===== src/rtl/mt_sched_pkg.sv =====
// Shared types and constants for the multithreaded fetch scheduler.
package mt_sched_pkg;

   localparam int MAX_THREADS = 8;
   localparam int PEN_W       = 4;

   typedef enum logic [2:0] {
      DISABLED,
      READY,
      WAIT_I,
      WAIT_D,
      RECOVER
   } thread_state_t;

endpackage


===== src/rtl/mt_fetch_scheduler_rr_arbiter.sv =====
// Round-robin arbiter: grants the first requester at or after i_ptr, wrapping modulo N.
module rr_arbiter
   import mt_sched_pkg::*;
#(
   parameter int N = 4,
   parameter int W = (N > 1) ? $clog2(N) : 1
) (
   input  logic [N-1:0] i_req,
   input  logic [W-1:0] i_ptr,
   output logic         o_gnt_valid,
   output logic [W-1:0] o_gnt_idx
);

   logic [W-1:0] w_idx;

   // Scan from the farthest offset down so the nearest requester wins last.
   always_comb begin
      o_gnt_valid = 1'b0;
      o_gnt_idx   = '0;
      w_idx       = '0;
      for (int k = N - 1; k >= 0; k--) begin
         w_idx = W'((int'(i_ptr) + k) % N);
         if (i_req[w_idx]) begin
            o_gnt_valid = 1'b1;
            o_gnt_idx   = w_idx;
         end
      end
   end

endmodule


===== src/rtl/mt_fetch_scheduler.sv =====
// Per-cycle fetch thread selector with per-thread miss/recovery parking.
// Optional per-thread issue and idle counters when MT_SCHED_STATS_EN is defined.
module mt_fetch_scheduler
   import mt_sched_pkg::*;
#(
   parameter int NUM_THREADS      = 4,
   parameter int TID_W            = $clog2(NUM_THREADS),
   parameter int REDIRECT_PENALTY = 2
) (
   input  logic                   clk,
   input  logic                   rst,
   input  logic [NUM_THREADS-1:0] i_thread_en,
   input  logic                   i_stall,
   input  logic                   i_imiss_valid,
   input  logic [TID_W-1:0]       i_imiss_tid,
   input  logic                   i_ifill_valid,
   input  logic [TID_W-1:0]       i_ifill_tid,
   input  logic                   i_dmiss_valid,
   input  logic [TID_W-1:0]       i_dmiss_tid,
   input  logic                   i_dfill_valid,
   input  logic [TID_W-1:0]       i_dfill_tid,
   input  logic                   i_redirect_valid,
   input  logic [TID_W-1:0]       i_redirect_tid,
   output logic                   o_fetch_valid,
   output logic [TID_W-1:0]       o_fetch_tid,
   output logic                   o_squash_valid,
   output logic [TID_W-1:0]       o_squash_tid,
   output logic [NUM_THREADS-1:0] o_thread_ready
`ifdef MT_SCHED_STATS_EN
   ,
   output logic [NUM_THREADS-1:0][31:0] o_issue_cnt,
   output logic [31:0]                  o_idle_cnt,
   input  logic                         i_stats_clr
`endif
);

   logic [NUM_THREADS-1:0] w_ready;
   logic [NUM_THREADS-1:0] w_req;
   logic                   w_gnt_valid;
   logic [TID_W-1:0]       w_gnt_idx;
   logic                   r_fetch_valid;
   logic [TID_W-1:0]       r_fetch_tid;
   logic [TID_W-1:0]       r_rr_ptr;
   logic                   r_squash_valid;
   logic [TID_W-1:0]       r_squash_tid;

   for (genvar gi = 0; gi < NUM_THREADS; gi++) begin : g_thread
      thread_state_t    r_state;
      thread_state_t    w_next;
      logic [PEN_W-1:0] r_pen;
      logic [PEN_W-1:0] w_pen_next;
      logic             w_redir, w_imiss, w_dmiss, w_ifill, w_dfill, w_runnable;

      assign w_redir    = i_redirect_valid && (i_redirect_tid == TID_W'(gi));
      assign w_imiss    = i_imiss_valid    && (i_imiss_tid    == TID_W'(gi));
      assign w_dmiss    = i_dmiss_valid    && (i_dmiss_tid    == TID_W'(gi));
      assign w_ifill    = i_ifill_valid    && (i_ifill_tid    == TID_W'(gi));
      assign w_dfill    = i_dfill_valid    && (i_dfill_tid    == TID_W'(gi));
      assign w_runnable = (r_state == READY) || (r_state == RECOVER);

      always_comb begin
         w_next     = r_state;
         w_pen_next = r_pen;
         if (!i_thread_en[gi]) begin
            w_next     = DISABLED;
            w_pen_next = '0;
         end else if (w_redir && (r_state != DISABLED)) begin
            w_next     = RECOVER;
            w_pen_next = PEN_W'(REDIRECT_PENALTY - 1);
         end else if (w_runnable && w_dmiss) begin
            w_next = WAIT_D;
         end else if (w_runnable && w_imiss) begin
            w_next = WAIT_I;
         end else begin
            case (r_state)
               WAIT_I:   if (w_ifill) w_next = READY;
               WAIT_D:   if (w_dfill) w_next = READY;
               RECOVER:  if (r_pen == '0) w_next = READY;
                         else w_pen_next = r_pen - PEN_W'(1);
               DISABLED: w_next = READY;
               default:  ;
            endcase
         end
      end

      always_ff @(posedge clk or posedge rst) begin
         if (rst) begin
            r_state <= DISABLED;
            r_pen   <= '0;
         end else begin
            r_state <= w_next;
            r_pen   <= w_pen_next;
         end
      end

      // A thread leaving READY this cycle must not win this cycle's grant.
      assign w_ready[gi] = (r_state == READY);
      assign w_req[gi]   = w_ready[gi] && (w_next == READY);
   end

   rr_arbiter #(.N(NUM_THREADS), .W(TID_W)) u_arb (
      .i_req       (w_req),
      .i_ptr       (r_rr_ptr),
      .o_gnt_valid (w_gnt_valid),
      .o_gnt_idx   (w_gnt_idx)
   );

   always_ff @(posedge clk or posedge rst) begin
      if (rst) begin
         r_fetch_valid  <= 1'b0;
         r_fetch_tid    <= '0;
         r_rr_ptr       <= '0;
         r_squash_valid <= 1'b0;
         r_squash_tid   <= '0;
      end else begin
         r_squash_valid <= i_redirect_valid;
         r_squash_tid   <= i_redirect_tid;
         if (!i_stall) begin
            r_fetch_valid <= w_gnt_valid;
            if (w_gnt_valid) begin
               r_fetch_tid <= w_gnt_idx;
               r_rr_ptr    <= (w_gnt_idx == TID_W'(NUM_THREADS - 1)) ? '0 : w_gnt_idx + TID_W'(1);
            end
         end
      end
   end

   assign o_fetch_valid  = r_fetch_valid;
   assign o_fetch_tid    = r_fetch_tid;
   assign o_squash_valid = r_squash_valid;
   assign o_squash_tid   = r_squash_tid;
   assign o_thread_ready = w_ready;

`ifdef MT_SCHED_STATS_EN
   logic [31:0] r_idle_cnt;

   for (genvar gi = 0; gi < NUM_THREADS; gi++) begin : g_stats
      logic [31:0] r_issue_cnt;
      always_ff @(posedge clk or posedge rst) begin
         if (rst) begin
            r_issue_cnt <= '0;
         end else if (i_stats_clr) begin
            r_issue_cnt <= '0;
         end else if (!i_stall && w_gnt_valid && (w_gnt_idx == TID_W'(gi)) && (r_issue_cnt != '1)) begin
            r_issue_cnt <= r_issue_cnt + 32'd1;
         end
      end
      assign o_issue_cnt[gi] = r_issue_cnt;
   end

   always_ff @(posedge clk or posedge rst) begin
      if (rst) begin
         r_idle_cnt <= '0;
      end else if (i_stats_clr) begin
         r_idle_cnt <= '0;
      end else if ((w_ready == '0) && (r_idle_cnt != '1)) begin
         r_idle_cnt <= r_idle_cnt + 32'd1;
      end
   end

   assign o_idle_cnt = r_idle_cnt;
`endif

endmodule


===== config.mk =====
export PLATFORM = sky130hd
export DESIGN_NAME = mt_fetch_scheduler
export DESIGN_NICKNAME = d
export VERILOG_FILES = /design/src/rtl/mt_sched_pkg.sv /design/src/rtl/mt_fetch_scheduler_rr_arbiter.sv /design/src/rtl/mt_fetch_scheduler.sv
export SDC_FILE = /design/constraint.sdc
export NUM_CORES = 1
export LEC_CHECK = 0
export CORE_MARGIN = 2
export CORE_UTILIZATION = 50
export DETAILED_ROUTE_END_ITERATION = 10
export PLACE_DENSITY_LB_ADDON = 0.08
export SLEW_MARGIN = 20
export SYNTH_ARGS = -nofsm -noshare
export SYNTH_HDL_FRONTEND = slang
export SYNTH_SLANG_ARGS = --single-unit

===== constraint.sdc =====
create_clock -name clk -period 1.6 [get_ports clk]
set_clock_uncertainty 0.1 [all_clocks]
set_input_delay 0.16 -clock clk [delete_from_list [all_inputs] [get_ports clk]]
set_output_delay 0.16 -clock clk [all_outputs]
set_load 0.02 [all_outputs]

==> results.toml <==
[floorplan]
rows = 25
io_pins = 32
fp.coreArea_sq_um = 4690
dieHeight_microns = 73.7
initial_core_util_pct = 51.8
die_x_microns = 73.7
dieArea_sq_um = 5440

[cells_and_area]
area_growth_pct = 61.9
fin_nets = 418
layout_commonest_cell = "buf_4"
n_antenna_cell = 0
drive_above_1_share_pct = 46.8
mostFrequentLayoutCells = "87 x buf_4, 36 x dfrtp_1, 22 x nor2_1, 19 x clkdlybuf4s50_1, 12 x nand2_1"
fill_cells = 277

[critical_path]
worstPathMaxFanout = 3
worst-path-stages = 7
cpPeakStageDelay_ps = 410
cp-startpoint = "g_thread[1].r_pen[0]$_DFFE_PP0P_"
critical_path_class = "reg -> reg"
required_ps = 1710
end_kind = "register"
reg2reg_depth = 7
rr_endpoint = "g_thread[1].r_state[0]$_DFF_PP0_"
reg2reg_setup_slack_ps = -160
path_cells = "inv_2, ha_1, or3b_4, o21ai_1, a21oi_1, a21o_1, a21oi_2"
crit_family = "compound AO/OA/AOI/OAI gates"
cp_slowest_cell = "or3b_4"
critPathArrivalTime_ps = 1870
startpoint_type = "register"
crit_path_end = "g_thread[1].r_state[0]$_DFF_PP0_"
cp_num_buf_inv = 1
rr_startpoint = "g_thread[1].r_pen[0]$_DFFE_PP0P_"

[timing]
period_minus_slack_ps = 1760
hold_viol = 0
max_freq_mhz = 569
rsz0062_at_grt = "yes"
max_slew_margin_pct = 76.8
setup_ws_ps = -157
setup_viol = 22
maxSlewViolCount = 0
worstMarginPinSlew_ps = 347
finalCritPeriodShare_pct = 110

[min_path]
hold_path.class = "in -> reg"
min_from = "i_redirect_tid[1]"
whs_path_depth = 1

[power_and_ir_drop]
power_w = 0.00250
leakage_nw = 1.82
power.density_nw_per_um2 = 635
vdd_drop_max_v = 0.000385

[placement]
pre_cts_slack_ps = -548
port_buffers = 31
hpwl_microns = 4550
place.gp.congestion = 0.889

[routing]
drc = 0
num_vias = 2474
routedWlPerCell_microns = 15.9
ant_nets = 0
drt-pass1-iter-count = 4
wl_microns = 7020
drt-initial-drc-count = 129
vias_per_cell = 5.58

[global_routing]
grt_pass1_vias = 2410
antenna_found_initial = 0
grt_pass1_wl_microns = 10400
grt_max_degree = 37
overflow = 0
global_route.usage.total_pct = 24.9

[clock_tree]
clock_latency_ps = 290
cts_hold_buf = 0
htree_levels = 2
cts_sinks = 36
cts_root_buffer = "clkbuf_8"
path_clk_slew_ps = 80
cts_buffer_depth = 2
numCtsBuffers = 5
cts_tree = "done"

[synth]
synth_top_cell_area_share_pct = 37.0
synthCells = 268
synth_fp_nets = 298
synth_edf_count = 0
synth.distinct_cells = 57
async_reset_ff_share_pct = 100
ys_warn_count = 0
yosys.area.top_type = "dfrtp_1"
synth-main-ff-cell = "dfrtp_1"
synth_seq_cells = 36
postSynthAreaPerCell_sq_um = 9.08
synthTopCellsByArea = "dfrtp_1 37%, xnor2_1 4.3%, ha_1 4.1%, nor2_1 3.7%, a21oi_1 3.1%"
yosysSeqAreaShare_pct = 37.0
syn-cell-area_sq_um = 2430

[run_status]
violations = "negative setup slack"
status = "complete, but fails checks"

[flow_run]
maxCapViolCount = 0
[worst min path at each step]
stage | endpoint | slack, ps
after floorplan | o_squash_tid[0]$_DFF_PP0_ | 90
after global placement | o_fetch_valid$_DFFE_PP0N_ | 370
after detailed placement | o_fetch_valid$_DFFE_PP0N_ | 400
after CTS | g_thread[3].r_pen[1]$_DFFE_PP0P_ | 130
after global routing | o_squash_tid[1]$_DFF_PP0_ | 10
final | o_squash_tid[1]$_DFF_PP0_ | 10
[cell families after synthesis]
| group | share of synthesized area [%] |
|---|---|
| xor+xnor | 5.04 |
| flops | 37.0 |
| mux | 0.874 |
| simple gates | 29.0 |
| buf+inv | 5.50 |
| compound gates | 18.5 |
| fa+ha+maj | 4.12 |
[Yosys cell counts (3+ instances only)]
cell type / count
a211oi_1: 7
a21boi_0: 7
a21o_1: 5
a21oi_1: 15
buf_2: 8
clkbuf_1: 3
dfrtp_1: 36
ha_1: 8
inv_1: 19
nand2_1: 18
nand3_1: 4
nand3b_1: 6
nand4_1: 5
nor2_1: 24
nor3_1: 7
nor3b_1: 9
nor3b_2: 3
nor4_1: 3
o21a_1: 3
o21ai_0: 7
o22ai_1: 4
o31ai_1: 6
or2_2: 4
or3b_2: 6
xnor2_1: 12
[flip-flops by register name, summed over array words and instances (netlist names)]
signal	flops
g_thread.r_pen	16
g_thread.r_state	12
o_fetch_tid	2
o_fetch_valid	1
o_squash_tid	2
o_squash_valid	1
r_rr_ptr	2
[worst register-to-register path, cell delays in order, from the launching register on]
cell and delay, ps:
dfrtp_1 390, inv_2 70, ha_1 130, or3b_4 410
o21ai_1 140, a21oi_1 90, a21o_1 190, a21oi_2 160
[timing repair]
action / 4_1_cts / 5_1_grt
resized for setup: 45 / 51
buffers inserted: 14 / 14
pin swaps: 18 / 23
hold endpoints to repair: 0 / 0
gates cloned: 0 / 0
setup endpoints to repair: 29 / 33
[stage by stage]
step / area [sq um] / cells / setup TNS (ps) / util (%) / hold slack (ps)
4_1_cts: 3630 / 430 / -1640 / 77.4 / 126
2_1_floorplan: 2520 / 268 / -487 / - / 91.4
5_1_grt: 3940 / 443 / -3400 / 83.9 / 10.6
3_3_place_gp: 3330 / 408 / -9560 / 71.1 / 372
6_report: 3940 / 443 / -1950 / 83.9 / 13.7
3_5_place_dp: 3330 / 408 / -10660 / 71.1 / 405
[where the power goes]
| group | switching [W] | internal (W) | leakage, nW |
|---|---|---|---|
| clock | 0.000349 | 0.000303 | 0.0479 |
| combinational | 0.000390 | 0.000415 | 1.29 |
| sequential | 0.0000703 | 0.000975 | 0.476 |
[metal layers]
layer / global-route usage, % / routed length, microns
met1: 29.8 / 3000
met2: 45.0 / 3690
met3: 4.39 / 233
met4: 7.88 / 100
met5: 0 / 0
[final cells by class]
cell class                      instances  area (sq um)  area share [%]
Timing Repair Buffer                  125          1050            26.6
Inverter                               19          71.3            1.81
Sequential cell                        36           901            22.9
Tap cell                               54          67.6            1.72
Multi-Input combinational cell        201          1770            44.8
Clock inverter                          3          18.8           0.476
Clock buffer                            5          68.8            1.75
No activity file was read; power rests on OpenSTA's default activity.
==> variant: new RTL, config.mk and constraints unchanged <==
Encoding of `thread_state_t`: now Gray code (3 bits for 5 states).
--- a/src/rtl/mt_sched_pkg.sv
+++ b/src/rtl/mt_sched_pkg.sv
@@ -5,11 +5,11 @@
    localparam int PEN_W       = 4;
 
    typedef enum logic [2:0] {
-      DISABLED,
-      READY,
-      WAIT_I,
-      WAIT_D,
-      RECOVER
+      DISABLED = 3'b000,
+      READY    = 3'b001,
+      WAIT_I   = 3'b011,
+      WAIT_D   = 3'b010,
+      RECOVER  = 3'b110
    } thread_state_t;
 
 endpackage
Function: no difference found for any inputs over 4 cycles, from zero or initial values and one cycle with rst high; so few cycles prove little.
==> variant against the original RTL <==
- the flow still finishes with violations (negative setup slack)
- die area is 1.8% lower
- synthesized area is 1.9% lower
- maximum frequency is 38% lower
- sequential cell count stayed put
- largest power group is now combinational cells
- count of clock-buffer cells in the layout is 1 higher
- routed wire length is 35% higher
- cell area is 7.9% higher
- via count is 18% higher
- first-iteration DRC count is 74% higher
- power is 22% higher
- setup slack worse by 1.1 ns
- critical path depth is 4 higher
==> variant: results (changes against the original RTL) <==
outcome complete, but fails checks; violated checks negative setup slack; Post-Route WL 9462 um (+35%); Nets 456 (+9.1%); Final Worst Setup Slack -1.233 ns (-1.076 ns); Setup TNS Final -7.093 ns (-5.142 ns); Seq pwr share 35.2% (-6.6 points); post-synthesis mux area share 1.416% (+0.54 points); initial DRC count 224 (+74%); post-synthesis xor/xnor area fraction 4.405% (-0.64 points); Power, Total 3053 uW (+22%); Critical Path AT 2.92 ns (+1.05 ns); drt pass-1 iters 5 (+1); placed instance count 444 (+8.8%); first-pass GRT wire length 12360 um (+19%); library cells used by synthesis 60 (+5.3%); Adder-Cell Fraction of Synth Area 4.719% (+0.60 points); global placement routability congestion 0.9487 (+6.8%); share of cells above drive strength 1 50.23% (+3.4 points); worst hold path class input pin to asynchronous set/reset pin; Peak VDD IR 754.7 uV (+96%); Detailed Place HPWL 5482 um (+21%); met2 wire length 4736 um (+28%); Crit Path Max Fanout 5 (+2); Via-to-Cell Ratio 6.106 (+9.3%); most common library cells after synthesis 36 x dfrtp_1, 27 x nand2_1, 24 x nor2_1; Diodes inserted 0 (unchanged); Layout Cells excl Fill 480 (+8.4%); DR WL met3 701 um (+200%); sw frac 33.41% (+1.1 points); P_comb 1290 uW (+60%); vias in the first global route 2693 (+12%); Worst Tran Pin Value 0.5230 ns (+0.1765 ns); GR Layer Usage met1 36.28% (+6.5 points); Post-Synthesis Cells 264 (-1.5%); grt met2 use 52.45% (+7.4 points); total track usage 30.32% (+5.4 points); sequential fraction of the synthesis area 37.76% (+0.72 points); worst flop-to-flop path startpoint g_thread[1].r_pen[0]$_DFFE_PP0P_; largest cells by area after synthesis dfrtp_1 38%, ha_1 4.7%, nand2_1 4.2%, nor2_1 3.8%, nand3b_1 3.1%; Compound-Gate Fraction of Synth Area 18.88% (+0.41 points); endpoints failing setup 27 (+23%); Hold Slack 0.1080 ns (+0.09424 ns); global routing met3 resource utilization 5.663% (+1.3 points); met1 WL 3487 um (+16%); syn nets 295 (-1.0%); Root Driver clkbuf_8; Leak 0.001929 uW (+6.2%)
-- variant: changes by cell type after synthesis, moves of 6 or more --
| cell | before | now |
|---|---|---|
| xor2_1 | 2 | 8 |
| a21oi_1 | 15 | 9 |
| buf_2 | 8 | 0 |
| nand2_1 | 18 | 27 |
| xnor2_1 | 12 | 4 |
-- variant: cell type report --
type,instances,area (um2)
clock inverter,2,10.01
tap,54,67.56
clock buffer,6,82.58
inverter,19,76.32
fill,197,409.1
multi-input combinational,205,1777
timing repair buffer,158,1333
sequential,36,905.9
-- variant: through the flow --
stage / setup WS, ns / area (um2)
floorplan: -1.089 / 2441
global placement: -1.260 / 3552
detailed placement: -1.343 / 3552
CTS: -1.059 / 3951
global route: -1.327 / 4252
finish: -1.233 / 4252
-- variant: repair_timing --
action,in CTS,in global routing
gates resized for setup,86,48
endpoints found under the hold margin,0,0
pin swaps,30,25
setup buffers,15,17
setup endpoints to repair,32,34
-- variant: final timing paths --
kind                                                    end  depth (start not counted)
min in group clk                   o_squash_valid$_DFF_PP0_                          3
max                                 r_rr_ptr[1]$_DFFE_PP0P_                         11
max in group asynchronous  g_thread[2].r_state[0]$_DFF_PP0_                          3
max reg2reg                         r_rr_ptr[1]$_DFFE_PP0P_                         11
min reg2reg                      o_fetch_tid[1]$_DFFE_PP0P_                          1
min                              o_fetch_tid[0]$_DFFE_PP0P_                          3
-- variant: worst max-delay path, cell delays in order, from the launching register on --
cell and delay (ns):
dfrtp_1 0.39, inv_2 0.09, ha_4 0.13, nor3b_4 0.22
nand3b_1 0.13, a311o_1 0.38, nor4b_4 0.23, buf_4 0.19
o31ai_2 0.07, a211oi_2 0.23, ha_1 0.28, mux2_2 0.27
